==> config.mk <==
export PLATFORM = sky130hd
export DESIGN_NAME = m_mem_ctrl
export DESIGN_NICKNAME = d
export VERILOG_FILES = /design/src/rtl/mips_defs.sv /design/src/rtl/dm_align.sv /design/src/rtl/m_mem_ctrl.sv
export SDC_FILE = /design/constraint.sdc
export NUM_CORES = 1
export LEC_CHECK = 0
export ABC_AREA = 1
export ABC_CLOCK_PERIOD_IN_PS = 3300
export CORE_AREA = 2 2 140 142
export DETAILED_ROUTE_END_ITERATION = 12
export DIE_AREA = 0 0 142 144
export PLACE_DENSITY = 0.68
export RECOVER_POWER = 100
export SKIP_CTS_REPAIR_TIMING = 1
export SLEW_MARGIN = 15
export SYNTH_ARGS = -nofsm -noshare
export SYNTH_HDL_FRONTEND = slang
export SYNTH_SLANG_ARGS = --single-unit
export TNS_END_PERCENT = 5
==> constraint.sdc <==
create_clock -name clk -period 3.3 [get_ports clk]
set_clock_uncertainty 0.15 [all_clocks]
set_input_delay 0.99 -clock clk [delete_from_list [all_inputs] [get_ports clk]]
set_output_delay 0.99 -clock clk [all_outputs]
set_load 0.01 [all_outputs]
==> src/rtl/mips_defs.sv <==
// Shared MIPS M-stage definitions: memory opcodes, FSM state encoding and a
// decoded view of the memory operation consumed by the access unit and dm_align.
package mips_defs;

    localparam logic [5:0] LW  = 6'b100011;
    localparam logic [5:0] LH  = 6'b100001;
    localparam logic [5:0] LHU = 6'b100101;
    localparam logic [5:0] LB  = 6'b100000;
    localparam logic [5:0] LBU = 6'b100100;
    localparam logic [5:0] SW  = 6'b101011;
    localparam logic [5:0] SH  = 6'b101001;
    localparam logic [5:0] SB  = 6'b101000;

    localparam logic [0:0] IDLE = 1'b0;
    localparam logic [0:0] WAIT = 1'b1;

    typedef struct packed {
        logic ld;
        logic st;
        logic sz_b;
        logic sz_h;
        logic sz_w;
        logic sext;
    } mem_op_t;

    function automatic mem_op_t decode_op(input logic [5:0] op);
        mem_op_t d;
        d = '0;
        case (op)
            LW:  begin d.ld = 1'b1; d.sz_w = 1'b1; end
            LH:  begin d.ld = 1'b1; d.sz_h = 1'b1; d.sext = 1'b1; end
            LHU: begin d.ld = 1'b1; d.sz_h = 1'b1; end
            LB:  begin d.ld = 1'b1; d.sz_b = 1'b1; d.sext = 1'b1; end
            LBU: begin d.ld = 1'b1; d.sz_b = 1'b1; end
            SW:  begin d.st = 1'b1; d.sz_w = 1'b1; end
            SH:  begin d.st = 1'b1; d.sz_h = 1'b1; end
            SB:  begin d.st = 1'b1; d.sz_b = 1'b1; end
            default: d = '0;
        endcase
        return d;
    endfunction

endpackage

==> src/rtl/dm_align.sv <==
// Sub-word store packing, byte-enable generation, load extension and alignment check.
// Latency: purely combinational, zero cycles.
// Backpressure: none; outputs follow inputs in the same cycle.
module dm_align
    import mips_defs::*;
(
    input  mem_op_t     op,
    input  logic [1:0]  a,
    input  logic [31:0] rt,
    input  logic [31:0] rdata,
    output logic [3:0]  be,
    output logic [31:0] wdata,
    output logic [31:0] ldata,
    output logic        misaligned
);

    logic [7:0]  byte_sel;
    logic [15:0] half_sel;

    always_comb begin
        be    = 4'b0000;
        wdata = 32'h0;
        if (op.sz_b) begin
            be = 4'b0001 << a;
            if (op.st) wdata = {4{rt[7:0]}};
        end else if (op.sz_h) begin
            be = a[1] ? 4'b1100 : 4'b0011;
            if (op.st) wdata = {2{rt[15:0]}};
        end else if (op.sz_w) begin
            be = 4'b1111;
            if (op.st) wdata = rt;
        end
    end

    always_comb begin
        case (a)
            2'd0:    byte_sel = rdata[7:0];
            2'd1:    byte_sel = rdata[15:8];
            2'd2:    byte_sel = rdata[23:16];
            default: byte_sel = rdata[31:24];
        endcase
        half_sel = a[1] ? rdata[31:16] : rdata[15:0];
    end

    // Non-loads return zero so the W stage can take ldata unconditionally on ack.
    always_comb begin
        ldata = 32'h0;
        if (op.ld) begin
            if (op.sz_b)
                ldata = {{24{op.sext & byte_sel[7]}}, byte_sel};
            else if (op.sz_h)
                ldata = {{16{op.sext & half_sel[15]}}, half_sel};
            else
                ldata = rdata;
        end
    end

    assign misaligned = (op.sz_w & (a != 2'b00)) | (op.sz_h & a[0]);

endmodule

==> src/rtl/m_mem_ctrl.sv <==
// M-stage memory access unit: req/ack data-memory handshake, results registered to W.
// Latency: non-memory ops 1 cycle; memory ops 1 + WAIT cycles up to and including ack.
// Backpressure: mem_halt stalls em_reg and earlier stages while an access is outstanding.
module m_mem_ctrl
    import mips_defs::*;
#(
    parameter int unsigned MAX_WAIT = 15
) (
    input  logic        clk,
    input  logic        reset,
    input  logic [31:0] m_pc,
    input  logic [31:0] m_instr,
    input  logic [31:0] m_aluResult,
    input  logic [31:0] m_grf_rt,
    output logic        mem_halt,
    output logic        dm_req,
    output logic        dm_we,
    output logic [31:0] dm_addr,
    output logic [3:0]  dm_be,
    output logic [31:0] dm_wdata,
    input  logic [31:0] dm_rdata,
    input  logic        dm_ack,
    output logic [31:0] w_pc,
    output logic [31:0] w_instr,
    output logic [31:0] w_aluResult,
    output logic [31:0] w_memData,
    output logic        w_valid,
    output logic        mem_err
);

    localparam logic [7:0] LAST_WAIT = 8'(MAX_WAIT - 1);

    logic [0:0]  state;
    logic [7:0]  wait_cnt;
    mem_op_t     dec;
    logic [3:0]  be;
    logic [31:0] ldata;
    logic        misaligned;
    logic        is_mem;
    logic        in_wait;
    logic        go;
    logic        timeout;

    assign dec    = decode_op(m_instr[31:26]);
    assign is_mem = dec.ld | dec.st;

    dm_align u_align (
        .op         (dec),
        .a          (m_aluResult[1:0]),
        .rt         (m_grf_rt),
        .rdata      (dm_rdata),
        .be         (be),
        .wdata      (dm_wdata),
        .ldata      (ldata),
        .misaligned (misaligned)
    );

    // Reset gates the combinational outputs so nothing escapes in the reset cycle.
    assign in_wait = ~reset & (state == WAIT);
    assign go      = ~reset & (state == IDLE) & is_mem & ~misaligned;
    assign timeout = in_wait & ~dm_ack & (wait_cnt == LAST_WAIT);

    assign dm_req   = in_wait;
    assign dm_we    = in_wait & dec.st;
    assign dm_be    = in_wait ? be : 4'b0000;
    assign dm_addr  = {m_aluResult[31:2], 2'b00};
    assign mem_halt = go | (in_wait & ~dm_ack & ~timeout);

    always_ff @(posedge clk) begin
        if (reset) begin
            state       <= IDLE;
            wait_cnt    <= 8'd0;
            w_pc        <= 32'h0;
            w_instr     <= 32'h0;
            w_aluResult <= 32'h0;
            w_memData   <= 32'h0;
            w_valid     <= 1'b0;
            mem_err     <= 1'b0;
        end else begin
            // Bubble by default; only a completing instruction overwrites it.
            w_pc        <= 32'h0;
            w_instr     <= 32'h0;
            w_aluResult <= 32'h0;
            w_memData   <= 32'h0;
            w_valid     <= 1'b0;
            mem_err     <= 1'b0;
            case (state)
                IDLE: begin
                    if (is_mem) begin
                        if (misaligned) begin
                            mem_err <= 1'b1;
                        end else begin
                            state    <= WAIT;
                            wait_cnt <= 8'd0;
                        end
                    end else begin
                        w_pc        <= m_pc;
                        w_instr     <= m_instr;
                        w_aluResult <= m_aluResult;
                        w_valid     <= 1'b1;
                    end
                end
                default: begin
                    if (dm_ack) begin
                        w_pc        <= m_pc;
                        w_instr     <= m_instr;
                        w_aluResult <= m_aluResult;
                        w_memData   <= ldata;
                        w_valid     <= 1'b1;
                        state       <= IDLE;
                    end else if (timeout) begin
                        mem_err  <= 1'b1;
                        state    <= IDLE;
                        wait_cnt <= 8'd0;
                    end else begin
                        wait_cnt <= wait_cnt + 8'd1;
                    end
                end
            endcase
        end
    end

endmodule

==> flow_metrics.env <==
export IMPL_die_area_um2=20400
export IMPL_p_leak_nw=5.10
export IMPL_antenna_left=0
export IMPL_finalCritPeriodShare_pct=102
export IMPL_synth_seq_cells=139
export IMPL_syn_avg_cell_area_um2=7.38
export IMPL_cts_clk_slew_worst_paths_ns=0.06
export IMPL_fp_coreArea_um2=19100
export IMPL_clock_sinks=139
export IMPL_crit_required_ns=2.16
export IMPL_initial_core_util_pct=30.1
export IMPL_rsz0062_at_grt="yes"
export IMPL_cts_tree="built"
export IMPL_final_hold_viol_count=0
export IMPL_synthesis_instances=777
export IMPL_routedWlPerCell_um=15.3
export IMPL_p_switching_mw=1.13
export IMPL_synthDominantCellAreaShare_pct=48.5
export IMPL_fin_nets=1320
export IMPL_synth_distinct_cells=33
export IMPL_sw_frac_of_total_pct=25.2
export IMPL_insertion_delay_ns=0.41
export IMPL_grt_ovfl_total=0
export IMPL_area_delta_synth_final_pct=83.3
export IMPL_syn_cell_area_um2=5730
export IMPL_die_y_um=144
export IMPL_hold_path_class="flip-flop to flip-flop"
export IMPL_grt_pass1_wl_mm=31.4
export IMPL_p_per_area_nw_per_um2=425
export IMPL_cp_end_kind="primary output"
export IMPL_drive_gt1_share_pct=15.2
export IMPL_antenna_found_initial=0
export IMPL_fmax_mhz=297
export IMPL_gp_congestion=0.863
export IMPL_rows=51
export IMPL_fin_ws_ns=-0.0691
export IMPL_post_route_min_period_ns=3.37
export IMPL_final_max_slew_viol_count=0
export IMPL_dp_hpwl_mm=16.5
export IMPL_clock_power_share_pct=42.7
export IMPL_port_buffers=361
export IMPL_ys_seq_area_share_pct=48.5
export IMPL_place_ws_ns=-0.939
export IMPL_synth_flop_cell="dfxtp_1"
export IMPL_drc=0
export IMPL_hold_ws_ns=0.391
export IMPL_async_reset_ff_share_pct=0
export IMPL_synth_common_cells="inv_1 (141), dfxtp_1 (139), nor2_1 (130)"
export IMPL_synth_largest_area_cell="dfxtp_1"
export IMPL_grt_max_degree=51
export IMPL_crit_arrival_ns=2.23
export IMPL_critPathMaxFanout=6
export IMPL_synth_most_common_cell="inv_1"
export IMPL_violations="negative setup slack"
export IMPL_drt_iter0_drc=281
export IMPL_vias=6262
export IMPL_cts_buffer_depth=2
export IMPL_status="complete, but fails checks"
export IMPL_fin_cells=1406
export IMPL_track_usage_pct=20.1
export IMPL_grt_pass1_vias=5922
export IMPL_numCtsBuffers=17
export IMPL_ys_warn_count=0
export IMPL_tns_ns=-0.357
export IMPL_die_w_um=142
export IMPL_firstDrtPassIters=5
export IMPL_pwr_share_comb_pct=17.2
export IMPL_totalWireLength_mm=21.4
export IMPL_irDropWorstVdd_uv=265
export IMPL_p_seq_share_pct=40.1
export IMPL_drv_cap=0
export IMPL_viasPerCell=4.45
export IMPL_place_inst=1362
export IMPL_synth_edf_count=0
export IMPL_startpoint_type="primary input"
export IMPL_htree_levels=4
export IMPL_critPathKind="primary input to primary output"
export IMPL_synth_area_leaders="dfxtp_1 (49%), inv_1 (9.2%), nor2_1 (8.5%)"
export IMPL_ios=364
export IMPL_p_int_mw=3.34
export IMPL_setup_viol=10
export IMPL_clockRootBuffer="clkbuf_16"
export IMPL_antenna_cells=0
==> stage by stage <==
step                area (um^2)  total power, mW  utilization (%)
floorplan                  5740             2.11                -
global placement           9680             2.57             50.8
detailed placement         9680             2.58             50.8
CTS                       10300             4.49             53.8
global route              10500             4.65             55.1
finish                    10500             4.46             55.1
==> power by group through the flow <==
stage	logic [mW]	registers, mW	clock network, mW
6_report	0.767	1.79	1.91
3_3_place_gp	0.741	1.83	0
2_1_floorplan	0.240	1.87	0
3_5_place_dp	0.749	1.83	0
4_1_cts	0.752	1.79	1.95
5_1_grt	0.833	1.80	2.02
==> sequential cells by signal, summed over array words and instances, names as in the netlist <==
register     cells
w_valid          1
w_instr         32
wait_cnt         8
mem_err          1
w_pc            32
w_aluResult     32
state            1
w_memData       32
==> worst paths after layout <==
kind / endpoint / slack [ns] / start / cells after the start
worst min register to register: wait_cnt[5] / 0.39 / wait_cnt[5] / 2
worst min-delay path: wait_cnt[5] / 0.39 / wait_cnt[5] / 2
worst max-delay path: dm_be[3] / -0.07 / m_instr[30] / 10
worst max register to register: w_memData[15] / 1.47 / state / 6
==> cells by family after synthesis <==
kind of cell,synth area share (%)
AOI/OAI and AO/OA,11.7
xor gates and xnor gates,0.306
adders and majority gates,0.436
buffers and inverters,17.1
DFF,48.5
other,0.0654
and+or+nand+nor,21.9
==> per-layer routing <==
layer | share of wire, % | global-route usage (%)
met5 | 0 | 0
met4 | 2.8 | 7.58
met3 | 7.2 | 6.36
met2 | 53 | 38.0
met1 | 37 | 20.7
==> cells in the final DEF, fill, tap and decap left out, drive strengths merged <==
master         netlist  final
a21o                 1      1
a21oi               60     60
buf                 56     78
bufinv               0      2
clkbuf              10     35
clkdlybuf4s50        0    313
clkinv               2      4
clkinvlp             0      3
conb                 1      2
dfxtp              139    139
dlygate4sd3          0      1
dlymetal6s2s         0     15
ha                   2      2
inv                147    154
nand2              120    120
nand3               40     40
nand4                4      4
nor2               135    135
nor3                 3      3
o2111ai              1      1
o211ai               2      2
o21ai               31     31
o221ai               7      7
o311ai               7      7
o31ai                7      7
xnor2                1      1
xor2                 1      1
==> final cells by class <==
class                   count  area, um^2
flip-flops and latches    139        2780
fillers                  1777        8570
inverters                 149         572
clock inverters            14         160
well taps                 238         298
repair buffers            424        4130
multi-input cells         424        2140
clock buffers              18         429
==> worst max-delay path, cell delays in order <==
cell	delay, ns
buf_8	0.10
inv_8	0.05
nand3_4	0.07
buf_6	0.13
nor2_4	0.16
clkinv_4	0.12
buf_6	0.14
o211ai_1	0.22
a21oi_1	0.08
buf_2	0.15
Note: power is estimated with default switching activity, not from simulation.
